==> src/rtl/vga_timing_pkg.sv <==
// Shared timing definitions for the VGA raster generator.
// Holds the default 640x480@60 timing constants, helpers that derive the
// total line/frame lengths, the vertical region encoding and the coordinate type.
package vga_timing_pkg;

  localparam int H_VISIBLE_DEF = 640;
  localparam int H_FRONT_DEF   = 16;
  localparam int H_SYNC_DEF    = 96;
  localparam int H_BACK_DEF    = 48;
  localparam int V_VISIBLE_DEF = 480;
  localparam int V_FRONT_DEF   = 10;
  localparam int V_SYNC_DEF    = 2;
  localparam int V_BACK_DEF    = 33;
  localparam int SYNC_DELAY_DEF = 2;

  typedef logic [9:0] coord_t;

  typedef enum logic [1:0] {
    V_ACTIVE  = 2'd0,
    V_FRONT_P = 2'd1,
    V_SYNC_P  = 2'd2,
    V_BACK_P  = 2'd3
  } vregion_t;

  function automatic int h_total(input int vis, input int fp, input int sw, input int bp);
    return vis + fp + sw + bp;
  endfunction

  function automatic int v_total(input int vis, input int fp, input int sw, input int bp);
    return vis + fp + sw + bp;
  endfunction

endpackage

==> src/rtl/vga_sync_delay.sv <==
// N-stage shift pipeline for a small bundle of sync/blank bits.
// Ports:
//   clk   - pipeline clock
//   rst_n - asynchronous active-low reset, loads RST_VAL into every stage
//   din   - bundle entering the pipeline
//   dout  - bundle delayed by N cycles (combinational passthrough when N == 0)
module vga_sync_delay #(
  parameter int           N       = 2,
  parameter int           W       = 3,
  parameter logic [W-1:0] RST_VAL = {W{1'b0}}
) (
  input  logic         clk,
  input  logic         rst_n,
  input  logic [W-1:0] din,
  output logic [W-1:0] dout
);

  generate
    if (N == 0) begin : g_pass
      logic unused_s;
      assign unused_s = clk ^ rst_n;
      assign dout     = din;
    end else begin : g_pipe
      logic [W-1:0] stage_q [N];
      logic [W-1:0] stage_d [N];

      // Next value of each stage: stage 0 takes the input, others shift along.
      always_comb begin
        stage_d[0] = din;
        for (int i = 1; i < N; i++) begin
          stage_d[i] = stage_q[i-1];
        end
      end

      // Stage registers, reset to the idle pattern.
      always_ff @(posedge clk or negedge rst_n) begin
        if (!rst_n) begin
          for (int i = 0; i < N; i++) begin
            stage_q[i] <= RST_VAL;
          end
        end else begin
          for (int i = 0; i < N; i++) begin
            stage_q[i] <= stage_d[i];
          end
        end
      end

      assign dout = stage_q[N-1];
    end
  endgenerate

endmodule

==> src/rtl/vga_timing_gen.sv <==
// VGA raster timing generator.
// Produces the scan position (DrawX, DrawY), the visible flag (blank, 1 = visible),
// active-low hs/vs, copies of hs/vs/blank delayed by SYNC_DELAY cycles, line and
// frame start strobes and an 8-bit wrapping frame counter.
// All primary outputs are registered and computed from the next-state counters so
// they all describe the same pixel in the same cycle.
// Optional build macro VGA_VBLANK_IRQ_EN adds irq_ack (in) and vblank_irq (out),
// a sticky flag raised at the start of vertical blanking.
// Ports:
//   vga_clk     - pixel clock
//   reset_n     - asynchronous active-low reset
//   DrawX/DrawY - current pixel coordinate
//   blank       - 1 while the current pixel is visible
//   hs/vs       - active-low syncs aligned with DrawX/DrawY
//   hs_d/vs_d/blank_d - hs/vs/blank delayed SYNC_DELAY cycles
//   line_start  - high while DrawX == 0
//   frame_start - high while DrawX == 0 and DrawY == 0
//   frame_count - frames started since reset, wraps 255 -> 0
module vga_timing_gen
  import vga_timing_pkg::*;
#(
  parameter int H_VISIBLE  = H_VISIBLE_DEF,
  parameter int H_FRONT    = H_FRONT_DEF,
  parameter int H_SYNC     = H_SYNC_DEF,
  parameter int H_BACK     = H_BACK_DEF,
  parameter int V_VISIBLE  = V_VISIBLE_DEF,
  parameter int V_FRONT    = V_FRONT_DEF,
  parameter int V_SYNC     = V_SYNC_DEF,
  parameter int V_BACK     = V_BACK_DEF,
  parameter int SYNC_DELAY = SYNC_DELAY_DEF
) (
  input  logic       vga_clk,
  input  logic       reset_n,
`ifdef VGA_VBLANK_IRQ_EN
  input  logic       irq_ack,
  output logic       vblank_irq,
`endif
  output logic [9:0] DrawX,
  output logic [9:0] DrawY,
  output logic       blank,
  output logic       hs,
  output logic       vs,
  output logic       hs_d,
  output logic       vs_d,
  output logic       blank_d,
  output logic       line_start,
  output logic       frame_start,
  output logic [7:0] frame_count
);

  localparam int H_TOTAL = h_total(H_VISIBLE, H_FRONT, H_SYNC, H_BACK);
  localparam int V_TOTAL = v_total(V_VISIBLE, V_FRONT, V_SYNC, V_BACK);

  localparam coord_t H_LAST       = coord_t'(H_TOTAL - 1);
  localparam coord_t V_LAST       = coord_t'(V_TOTAL - 1);
  localparam coord_t X_VIS_END    = coord_t'(H_VISIBLE);
  localparam coord_t HS_START     = coord_t'(H_VISIBLE + H_FRONT);
  localparam coord_t HS_END       = coord_t'(H_VISIBLE + H_FRONT + H_SYNC);
  localparam coord_t V_FP_START   = coord_t'(V_VISIBLE);
  localparam coord_t V_SYNC_START = coord_t'(V_VISIBLE + V_FRONT);
  localparam coord_t V_BACK_START = coord_t'(V_VISIBLE + V_FRONT + V_SYNC);

  coord_t     x_q, x_d;
  coord_t     y_q, y_d;
  vregion_t   region_q, region_d;
  logic       vis_q, vis_d;
  logic       hsync_q, hsync_d;
  logic       vsync_q, vsync_d;
  logic       line_start_q, line_start_d;
  logic       frame_start_q, frame_start_d;
  logic [7:0] frame_count_q, frame_count_d;
  logic       line_wrap_s;
  logic [2:0] sync_dly_s;

  // Scan counters: X always advances, Y advances on each line wrap.
  always_comb begin
    line_wrap_s = (x_q == H_LAST);
    if (line_wrap_s) begin
      x_d = 10'd0;
      if (y_q == V_LAST) begin
        y_d = 10'd0;
      end else begin
        y_d = y_q + 10'd1;
      end
    end else begin
      x_d = x_q + 10'd1;
      y_d = y_q;
    end
  end

  // Vertical region FSM: moves only on a line wrap, keyed on the line being entered.
  always_comb begin
    region_d = region_q;
    if (line_wrap_s) begin
      case (region_q)
        V_ACTIVE: begin
          if (y_d == V_FP_START) region_d = V_FRONT_P;
          else                   region_d = V_ACTIVE;
        end
        V_FRONT_P: begin
          if (y_d == V_SYNC_START) region_d = V_SYNC_P;
          else                     region_d = V_FRONT_P;
        end
        V_SYNC_P: begin
          if (y_d == V_BACK_START) region_d = V_BACK_P;
          else                     region_d = V_SYNC_P;
        end
        V_BACK_P: begin
          if (y_d == 10'd0) region_d = V_ACTIVE;
          else              region_d = V_BACK_P;
        end
        default: region_d = V_BACK_P;
      endcase
    end else begin
      region_d = region_q;
    end
  end

  // Pixel-aligned decodes, taken from next-state so they register with the counters.
  always_comb begin
    vis_d         = (x_d < X_VIS_END) && (region_d == V_ACTIVE);
    hsync_d       = !((x_d >= HS_START) && (x_d < HS_END));
    vsync_d       = (region_d != V_SYNC_P);
    line_start_d  = (x_d == 10'd0);
    frame_start_d = (x_d == 10'd0) && (y_d == 10'd0);
    if (frame_start_d) begin
      frame_count_d = frame_count_q + 8'd1;
    end else begin
      frame_count_d = frame_count_q;
    end
  end

  // Timing state and registered outputs. Reset parks the scan on the last pixel
  // of the frame so the first edge after release presents (0,0).
  always_ff @(posedge vga_clk or negedge reset_n) begin
    if (!reset_n) begin
      x_q           <= H_LAST;
      y_q           <= V_LAST;
      region_q      <= V_BACK_P;
      vis_q         <= 1'b0;
      hsync_q       <= 1'b1;
      vsync_q       <= 1'b1;
      line_start_q  <= 1'b0;
      frame_start_q <= 1'b0;
      frame_count_q <= 8'd0;
    end else begin
      x_q           <= x_d;
      y_q           <= y_d;
      region_q      <= region_d;
      vis_q         <= vis_d;
      hsync_q       <= hsync_d;
      vsync_q       <= vsync_d;
      line_start_q  <= line_start_d;
      frame_start_q <= frame_start_d;
      frame_count_q <= frame_count_d;
    end
  end

  // Bit order {hs, vs, blank}; idle pattern is syncs inactive, not visible.
  vga_sync_delay #(
    .N       (SYNC_DELAY),
    .W       (3),
    .RST_VAL (3'b110)
  ) u_sync_delay (
    .clk   (vga_clk),
    .rst_n (reset_n),
    .din   ({hsync_q, vsync_q, vis_q}),
    .dout  (sync_dly_s)
  );

  assign DrawX       = x_q;
  assign DrawY       = y_q;
  assign blank       = vis_q;
  assign hs          = hsync_q;
  assign vs          = vsync_q;
  assign hs_d        = sync_dly_s[2];
  assign vs_d        = sync_dly_s[1];
  assign blank_d     = sync_dly_s[0];
  assign line_start  = line_start_q;
  assign frame_start = frame_start_q;
  assign frame_count = frame_count_q;

`ifdef VGA_VBLANK_IRQ_EN
  logic irq_q, irq_d;
  logic irq_set_s;

  // Sticky vblank flag. The set window covers both the edge entering pixel
  // (0,V_VISIBLE) and the edge leaving it, so the flag reads 1 on that pixel and
  // an ack presented during that pixel cannot clear it.
  always_comb begin
    irq_set_s = ((x_d == 10'd0) && (y_d == V_FP_START)) ||
                ((x_q == 10'd0) && (y_q == V_FP_START));
    if (irq_set_s) begin
      irq_d = 1'b1;
    end else if (irq_ack) begin
      irq_d = 1'b0;
    end else begin
      irq_d = irq_q;
    end
  end

  // Interrupt flag register.
  always_ff @(posedge vga_clk or negedge reset_n) begin
    if (!reset_n) begin
      irq_q <= 1'b0;
    end else begin
      irq_q <= irq_d;
    end
  end

  assign vblank_irq = irq_q;
`endif

endmodule

==> config.mk <==
export PLATFORM = sky130hd
export DESIGN_NAME = vga_timing_gen
export DESIGN_NICKNAME = d
export VERILOG_FILES = /design/src/rtl/vga_timing_pkg.sv /design/src/rtl/vga_sync_delay.sv /design/src/rtl/vga_timing_gen.sv
export SDC_FILE = /design/constraint.sdc
export NUM_CORES = 1
export LEC_CHECK = 0
export ABC_AREA = 1
export CORE_MARGIN = 4
export CORE_UTILIZATION = 28
export CTS_CLUSTER_DIAMETER = 40
export DETAILED_ROUTE_END_ITERATION = 8
export PLACE_DENSITY_LB_ADDON = 0.3
export SETUP_SLACK_MARGIN = 0.02
export SYNTH_ARGS = -nofsm -noshare
export SYNTH_HDL_FRONTEND = slang
export SYNTH_SLANG_ARGS = --single-unit
==> constraint.sdc <==
create_clock -name vga_clk -period 2.4 [get_ports vga_clk]
set_clock_uncertainty 0.1 [all_clocks]
set_input_delay 0.48 -clock vga_clk [delete_from_list [all_inputs] [get_ports vga_clk]]
set_output_delay 0.48 -clock vga_clk [all_outputs]
set_load 0.02 [all_outputs]
==> impl_metrics.env, run 1 <==
export IMPL_seqPwrFrac_pct=54.8
export IMPL_grt_busiest_layer="met2"
export IMPL_critPathRequiredTime_ns=2.53
export IMPL_ys_types=29
export IMPL_hold_class="in -> async"
export IMPL_ctsLongestPathBuffers=2
export IMPL_vias=2040
export IMPL_io_pins=38
export IMPL_crit_slowest_cell="dfstp_2"
export IMPL_cp_data_arrival_time_ns=2.52
export IMPL_slew_violations=0
export IMPL_worst_path_buf_inv=1
export IMPL_cp_startpoint="DrawX[0]$_DFF_PN1_"
export IMPL_path_depth=14
export IMPL_core_area_sq_um=7890
export IMPL_syn_nets=305
export IMPL_hold_ws_ns=0.127
export IMPL_nNetsFinal=365
export IMPL_r2r_cells=14
export IMPL_p_per_area_nw_per_um2=391
export IMPL_max_freq_mhz=417
export IMPL_drtIter0Drc=46
export IMPL_ff2ff_setup_slack_ns=0.005
export IMPL_grt_pass1_vias=1982
export IMPL_gp_congestion=0.826
export IMPL_drv_cap=0
export IMPL_yosys_warnings=0
export IMPL_setup_viol=0
export IMPL_switching_share_pct=20.5
export IMPL_outcome="complete, no violations"
export IMPL_htreeDepth=2
export IMPL_rsz0062_at_grt="yes"
export IMPL_switchingPower_w=0.000258
export IMPL_leakagePower_nw=1.55
export IMPL_drt_first_pass_iters=4
export IMPL_grt_use_met1_pct=14.5
export IMPL_postSynthCellCount=298
export IMPL_grtUsageTotal_pct=11.5
export IMPL_syn_area_sq_um=2310
export IMPL_drive_gt1_share_pct=30.1
export IMPL_ys_ff_latch=41
export IMPL_path_class="reg -> reg"
export IMPL_grt_pass1_wl_mm=9.16
export IMPL_clkPwrFrac_pct=44.1
export IMPL_drt_wl_total_mm=5.59
export IMPL_slew_headroom_pct=65.7
export IMPL_clock_latency_ns=0.29
export IMPL_cts_reportedPaths_clkPinSlew_ns=0.08
export IMPL_numCtsBuffers=5
export IMPL_crit_path_max_fanout=7
export IMPL_reg2reg_from="DrawX[0]$_DFF_PN1_"
export IMPL_cts_tree="built"
export IMPL_endpoint_kind="flop"
export IMPL_synth_seq_area_share_pct=45.3
export IMPL_die_area_sq_um=9780
export IMPL_routedWlPerCell_microns=12.1
export IMPL_tns_ns=0
export IMPL_fp_dieH_microns=98.9
export IMPL_cts_hold_buf=0
export IMPL_max_vdd_ir_drop_mv=0.221
export IMPL_p_int_w=0.00101
export IMPL_start_util_pct=29.3
export IMPL_crit_top_cell="nand2_2"
export IMPL_post_route_period_util_pct=99.8
export IMPL_comb_power_share_pct=1.1
export IMPL_final_cell_mix="nand2_1, inv_1, clkdlybuf4s50_1"
export IMPL_cts_root_buf="clkbuf_8"
export IMPL_setup_worst_path_start_class="flop"
export IMPL_grt_ovfl_total=0
export IMPL_dp_hpwl_mm=3.95
export IMPL_syn_to_final_growth_pct=39.6
export IMPL_path_cells="ha_4 -> nand4_1 -> nor2_4 -> clkbuf_16 -> nand3_2 -> nand2_2 -> nand2_2 -> nor2_4 -> nand3_2 -> nand2_2 -> nand2_2 -> nor2_4 -> nor2_2 -> nor2_2"
export IMPL_path_delay_family="simple AND/OR/NAND/NOR gates"
export IMPL_grt_met3_usage_pct=3.18
export IMPL_diodes=0
export IMPL_drtAntennaViolNets=0
export IMPL_grt_max_degree=42
export IMPL_drc=0
export IMPL_via_per_inst=4.43
export IMPL_layout_min_cycle_time_ns=2.40
export IMPL_io_buffers=37
export IMPL_cts_sinks=41
export IMPL_r2r_end="blank$_DFF_PN0_"
export IMPL_grt_antenna_before_repair=0
export IMPL_grt_use_met2_pct=18.3
export IMPL_cpPeakStageDelay_ns=0.56
export IMPL_worst_pin_slew_ns=0.514
export IMPL_finalHoldViolCount=0
export IMPL_fp_row_count=32
export IMPL_crit_end="blank$_DFF_PN0_"
export IMPL_die_w_microns=98.9
export IMPL_layout_commonest_cell="nand2_1"
export IMPL_avgSynthCellArea_sq_um=7.76
[worst register-to-register path, delay by kind of cell, from the launching register on]
| kind | cells | cell delay (ns) |
|---|---|---|
| buffers and inverters | 1 | 0.19 |
| adder cells (fa/ha/maj) | 1 | 0.15 |
| AND/OR/NAND/NOR | 12 | 1.33 |
| flip-flops | 1 | 0.56 |
[metal layers]
layer | share of wire (%) | up-vias
met5 | 0 | -
met4 | 2.8 | 0
met3 | 5.3 | 13
met2 | 48 | 42
met1 | 44 | 940
li1 | - | 1045
[timing repair]
action                                  CTS  global route
buffers inserted                          3             7
gates cloned                              0             2
resized for setup                         2            51
endpoints found under the setup margin   10            13
pin swaps                                 3            12
[logic make-up after synthesis]
logic type      Yosys count  share of synthesized area [%]
xor+xnor                 10                           4.11
fa+ha+maj                 5                           2.71
simple gates            181                           35.7
buf+inv                  47                           8.39
compound gates           14                           3.79
flops                    41                           45.3
[cell type report]
type	instances	area, sq um
clock inverter	3	43.8
sequential	41	1050
timing repair inverter	1	5.00
inverter	45	174
tap	102	128
fill	778	4660
multi-input combinational	210	1230
timing repair buffer	54	531
clock buffer	5	68.8
[flip-flops by register name, summed over array words and instances, names as in the netlist]
| name | count |
|---|---|
| frame_count | 8 |
| line_start | 1 |
| vs | 1 |
| DrawX | 10 |
| hs | 1 |
| frame_start | 1 |
| DrawY | 10 |
| u_sync_delay.dout | 3 |
| blank | 1 |
| u_sync_delay.g_pipe.stage_d | 3 |
| region_q | 2 |
[power groups by stage]
stage / Sequential (W) / Combinational (W) / Clock (W)
2_1_floorplan: 0.000704 / 0.000000000753 / 0
3_3_place_gp: 0.000704 / 0.0000159 / 0
3_5_place_dp: 0.000704 / 0.0000161 / 0
4_1_cts: 0.000692 / 0.0000161 / 0.000582
5_1_grt: 0.000692 / 0.0000185 / 0.000613
6_report: 0.000692 / 0.0000145 / 0.000557
[worst min-delay path by stage]
stage,start,endpoint,depth (start not counted)
after floorplan,reset_n,DrawX[5]$_DFF_PN0_,0
after global placement,u_sync_delay.g_pipe.stage_d[0]$_DFF_PN0_,u_sync_delay.dout[0]$_DFF_PN0_,0
after detailed placement,u_sync_delay.g_pipe.stage_d[0]$_DFF_PN0_,u_sync_delay.dout[0]$_DFF_PN0_,0
after CTS,reset_n,DrawY[7]$_DFF_PN0_,2
after global routing,reset_n,DrawX[6]$_DFF_PN0_,2
final,reset_n,DrawY[4]$_DFF_PN0_,2
[Yosys cell counts, drive strengths merged]
library cell	count	area, sq um
dfrtp	23	576
buf	2	22.5
a31oi	1	6.26
nand3b	3	22.5
o21a	1	7.51
a21o	1	7.51
nand4	7	43.8
o21ai	8	40.0
nand2	100	405
ha	5	62.6
a31o	2	17.5
nand3	26	130
o2111ai	1	8.76
inv	45	171
nor3	4	31.3
or2	1	6.26
nor2	40	185
dfstp	18	473
xor2	5	43.8
xnor2	5	51.3
[per-stage QoR]
stage	total power, W	cell area [sq um]	cells	utilization (%)	setup slack (ns)
finish	0.00126	3230	461	40.9	0.00471
global route	0.00132	3230	461	40.9	-0.149
CTS	0.00129	2980	452	37.8	0.0425
detailed placement	0.000720	2840	441	36.0	-0.0418
global placement	0.000720	2840	441	36.0	0.00564
floorplan	0.000704	2310	298	-	0.157
(Power assumes the default switching activity.)
==> run 2, diff against run 1 <==
clock period = 2.6 ns   (was 2.4 ns; I/O delays follow)
==> run 2 against run 1 <==
Effect of this change:
- first-iteration DRC count rose by 100%
- hold slack improved by 0.092 ns
- core utilization fell by 3.1 points
- sequential share of layout area rose by 2.6 points
- clock power fell by 24%
- power fell by 15%
- sequential power fell by 7.7%
- critical path type unchanged
- largest power group unchanged
==> impl_metrics.env, run 2 (synthesis results as in run 1) <==
export IMPL_via_per_inst=4.43
export IMPL_post_route_period_util_pct=89.8
export IMPL_die_w_microns=98.9
export IMPL_routedWlPerCell_microns=11.8
export IMPL_diodes=0
export IMPL_max_vdd_ir_drop_mv=0.197
export IMPL_path_class="reg -> reg"
export IMPL_htreeDepth=2
export IMPL_gp_congestion=0.878
export IMPL_syn_to_final_growth_pct=29.2
export IMPL_grt_antenna_before_repair=0
export IMPL_layout_cells_non_filler=453
export IMPL_layout_min_cycle_time_ns=2.34
export IMPL_start_util_pct=29.3
export IMPL_dp_hpwl_mm=4.04
export IMPL_cp_data_arrival_time_ns=2.47
export IMPL_ctsLongestPathBuffers=2
export IMPL_cts_root_buf="clkbuf_8"
export IMPL_fillCellCount=837
export IMPL_leakagePower_nw=1.47
export IMPL_drtIter0Drc=93
export IMPL_fp_row_count=32
export IMPL_clock_latency_ns=0.29
export IMPL_drv_cap=0
export IMPL_drc=0
export IMPL_regArea_sq_um=1050
export IMPL_crit_path_max_fanout=6
export IMPL_drive_gt1_share_pct=19.1
export IMPL_multi_input_area_sq_um=1100
export IMPL_cp_startpoint="DrawX[1]$_DFF_PN1_"
export IMPL_setup_worst_path_start_class="flop"
export IMPL_critPathRequiredTime_ns=2.74
export IMPL_rsz0062_at_grt="no"
export IMPL_fp_dieH_microns=98.9
export IMPL_nNetsFinal=357
export IMPL_drt_wl_total_mm=5.37
export IMPL_outcome="complete, no violations"
export IMPL_cts_sinks=41
export IMPL_placedCellCount=441
export IMPL_grt_ovfl_total=0
export IMPL_setup_viol=0
export IMPL_die_area_sq_um=9780
export IMPL_slew_violations=0
export IMPL_drtAntennaViolNets=0
export IMPL_grt_pass1_vias=2094
export IMPL_max_freq_mhz=428
export IMPL_grt_pass1_wl_mm=9.70
export IMPL_drt_first_pass_iters=4
export IMPL_p_per_area_nw_per_um2=359
export IMPL_cts_hold_buf=0
export IMPL_reg2reg_from="DrawX[1]$_DFF_PN1_"
export IMPL_numCtsBuffers=5
export IMPL_io_pins=38
export IMPL_hold_class="in -> async"
export IMPL_grtUsageTotal_pct=12.1
export IMPL_worst_pin_slew_ns=0.869
export IMPL_cts_reportedPaths_clkPinSlew_ns=0.09
export IMPL_ff2ff_setup_slack_ns=0.26
export IMPL_grt_max_degree=39
export IMPL_layout_commonest_cell="nand2_1"
export IMPL_core_area_sq_um=7890
export IMPL_finalHoldViolCount=0
export IMPL_slew_headroom_pct=42.1
export IMPL_tns_ns=0
export IMPL_endpoint_kind="flop"
export IMPL_final_cell_mix="nand2_1, inv_1, clkdlybuf4s50_1"
export IMPL_io_buffers=37
export IMPL_cts_tree="built"
export IMPL_vias=2008
export IMPL_design_power_total_w=0.00107
[run 2: changes by cell type in the layout (fill, tap and decap cells not counted), sizes merged]
cell,change
buf,-6
bufinv,-1
clkbuf,-1
clkinv,-1
clkinvlp,+1
[run 2: per-stage QoR]
step           utilization (%)  area [sq um]  hold WS (ns)  setup WS (ns)
4_1_cts                   37.0          2920         0.262          0.104
6_report                  37.9          2990         0.219          0.264
3_3_place_gp              35.9          2830         0.233          0.149
3_5_place_dp              35.9          2830         0.236          0.119
5_1_grt                   37.9          2990         0.267         0.0343
2_1_floorplan                -          2310         0.124          0.357
[run 2: critical path, stage by stage (launching register included)]
cell	delay (ns)
dfstp_2	0.59
ha_4	0.16
nand4_1	0.16
nor2_4	0.16
buf_4	0.16
nand3_1	0.08
nand2_2	0.12
nand2_1	0.08
nor2_2	0.13
nand3_2	0.11
nand2_1	0.09
nand2_1	0.05
nand2_1	0.08
nand3_1	0.09
nor2_2	0.11
[run 2: worst paths after layout]
path,to,cells past startpoint
min,DrawY[7]$_DFF_PN0_,1
min reg2reg,u_sync_delay.dout[1]$_DFF_PN1_,0
max in group asynchronous,u_sync_delay.dout[2]$_DFF_PN1_,2
min in group vga_clk,u_sync_delay.dout[1]$_DFF_PN1_,0
max,blank$_DFF_PN0_,14
max reg2reg,blank$_DFF_PN0_,14
[run 2: timing repair]
item / in CTS / in global routing
setup endpoints to repair: 0 / 13
gates resized for setup: 0 / 9
buffers inserted: 0 / 4
hold endpoints to repair: 0 / 0
[run 2: area by class of cell]
cell class,count,area share [%]
multi-input combinational,210,37.0
sequential,41,35.1
timing repair buffer,47,14.9
inverter,45,5.74
tap,102,4.27
clock buffer,5,2.30
clock inverter,3,0.712
[run 2: layer usage]
layer	up-vias	share of wire, %	track usage, %
met5	-	0	0
li1	1027	-	-
met1	936	45	14.8
met4	0	1.8	4.83
met3	9	4.8	3.26
met2	36	48	20.1
[run 2: where the power goes]
part	internal (W)	leakage, nW	total [W]	switching, W
Sequential	0.000639	0.488	0.000639	0
Clock	0.000190	0.0445	0.000421	0.000230
Combinational	0.00000151	0.936	0.0000139	0.0000124
Total	0.000831	1.47	0.00107	0.000243
==> run 3, diff against run 2 <==
CORE_UTILIZATION = 35   (was 28)
DONT_BUFFER_PORTS = 1   (was unset)
==> run 3 against run 2 <==
Effect of this change:
- global-route usage up 2.0 points
- maximum frequency down 1.3%
- via count down 6.4%
- sequential share of layout area up 4.1 points
- design area down 10%
- sequential power about the same
- count of clock-buffer cells in the layout up 1
- hold slack better by 0.030 ns
- final cell count down 13%
- largest cell class unchanged
- highest routed layer unchanged
==> impl_metrics.env, run 3 (synthesis results as in run 1) <==
export IMPL_outcome="complete, no violations"
export IMPL_slew_headroom_pct=71.0
export IMPL_grt_antenna_before_repair=0
export IMPL_clock_latency_ns=0.29
export IMPL_drt_wl_total_mm=5.19
export IMPL_core_area_sq_um=6390
export IMPL_syn_to_final_growth_pct=15.8
export IMPL_gp_congestion=0.869
export IMPL_die_area_sq_um=7970
export IMPL_layout_min_cycle_time_ns=2.37
export IMPL_path_class="reg -> reg"
export IMPL_drtAntennaViolNets=0
export IMPL_nNetsFinal=322
export IMPL_setup_viol=0
export IMPL_cp_data_arrival_time_ns=2.50
export IMPL_rsz0062_at_grt="no"
export IMPL_critPathRequiredTime_ns=2.73
export IMPL_cts_reportedPaths_clkPinSlew_ns=0.08
export IMPL_design_power_total_w=0.00119
export IMPL_layout_commonest_cell="nand2_1"
export IMPL_post_route_period_util_pct=91.1
export IMPL_htreeDepth=2
export IMPL_hold_class="reg -> reg"
export IMPL_drtIter0Drc=70
export IMPL_tns_ns=0
export IMPL_setup_worst_path_start_class="flop"
export IMPL_ff2ff_setup_slack_ns=0.23
export IMPL_worst_pin_slew_ns=0.435
export IMPL_final_cell_mix="nand2_1, inv_1, nor2_1"
export IMPL_fp_dieH_microns=89.3
export IMPL_drv_cap=0
export IMPL_die_w_microns=89.3
export IMPL_cts_root_buf="clkbuf_8"
export IMPL_ctsLongestPathBuffers=2
export IMPL_grt_max_degree=42
export IMPL_routedWlPerCell_microns=13.2
export IMPL_vias=1879
export IMPL_cts_sinks=41
export IMPL_grt_pass1_vias=1793
export IMPL_crit_path_max_fanout=10
export IMPL_grtUsageTotal_pct=14.0
export IMPL_drt_first_pass_iters=4
export IMPL_finalHoldViolCount=0
export IMPL_io_buffers=0
export IMPL_diodes=0
export IMPL_numCtsBuffers=5
export IMPL_dp_hpwl_mm=3.79
export IMPL_max_vdd_ir_drop_mv=0.208
export IMPL_cts_tree="built"
export IMPL_r2r_cells=17
export IMPL_min_path_cells=0
export IMPL_slew_violations=0
export IMPL_io_pins=38
export IMPL_p_per_area_nw_per_um2=445
export IMPL_grt_ovfl_total=0
export IMPL_placed_area_sq_um=2450
export IMPL_endpoint_kind="flop"
export IMPL_fin_area_sq_um=2680
export IMPL_max_freq_mhz=422
export IMPL_leakagePower_nw=1.37
export IMPL_drc=0
export IMPL_via_per_inst=4.78
export IMPL_fp_row_count=29
export IMPL_drive_gt1_share_pct=21.5
export IMPL_start_util_pct=36.2
export IMPL_grt_pass1_wl_mm=8.63
==> run 3: critical path, cell delays in order, from the launching register on <==
cell	delay [ns]
dfstp_2	0.66
nand2_2	0.10
nor2_2	0.10
nand2_2	0.07
nor2_4	0.17
clkbuf_16	0.19
nand2_1	0.05
nand2_1	0.07
nand2_1	0.08
nor2_1	0.10
nand2_1	0.11
nor2_4	0.11
nand2_1	0.06
nand2_1	0.05
nand2_1	0.05
nor2_2	0.11
nor2_2	0.05
nor2_2	0.08
==> run 3: metrics by stage <==
step / hold slack [ns] / setup slack [ns] / util, % / instances
after global routing: 0.259 / 0.0287 / 41.9 / 393
final: 0.249 / 0.233 / 41.9 / 393
after floorplan: 0.124 / 0.357 / - / 298
after global placement: 0.126 / 0.149 / 38.4 / 380
after detailed placement: 0.126 / 0.136 / 38.4 / 380
after CTS: 0.254 / 0.126 / 40.7 / 390
==> run 3: where the power goes <==
| part | switching [W] | leakage (nW) | internal (W) | total, W |
|---|---|---|---|---|
| sequential | 0 | 0.487 | 0.000639 | 0.000639 |
| clock | 0.000223 | 0.0574 | 0.000312 | 0.000535 |
| combinational | 0.0000128 | 0.821 | 0.00000411 | 0.0000170 |
==> run 3: final cells by class <==
cell class | instances | area (sq um)
fillers | 662 | 3710
multi-input cells | 210 | 1100
flip-flops and latches | 41 | 1050
inverters | 45 | 171
repair buffers | 12 | 135
well taps | 77 | 96.3
clock buffers | 6 | 82.6
clock inverters | 2 | 37.5
==> run 3: metal layers <==
layer | up-vias | track usage, % | routed length, microns
li1 | 957 | - | -
met1 | 879 | 19.1 | 2380
met2 | 37 | 21.0 | 2390
met3 | 6 | 4.61 | 351
met4 | 0 | 4.74 | 72
met5 | - | 0 | 0
==> run 3: worst paths after layout <==
kind / from / endpoint
max: DrawX[9]$_DFF_PN1_ / blank$_DFF_PN0_
min: u_sync_delay.g_pipe.stage_d[0]$_DFF_PN0_ / u_sync_delay.dout[0]$_DFF_PN0_
max reg2reg: DrawX[9]$_DFF_PN1_ / blank$_DFF_PN0_
min reg2reg: u_sync_delay.g_pipe.stage_d[0]$_DFF_PN0_ / u_sync_delay.dout[0]$_DFF_PN0_
max in group asynchronous: reset_n / DrawX[0]$_DFF_PN1_
min in group asynchronous: reset_n / DrawY[1]$_DFF_PN0_
==> run 3: repair_timing <==
item | in CTS | in global routing
endpoints found under the hold margin | 41 | 0
gates resized for setup | 0 | 9
buffers inserted | 0 | 2
endpoints found under the setup margin | 0 | 12
hold buffers | 2 | 0
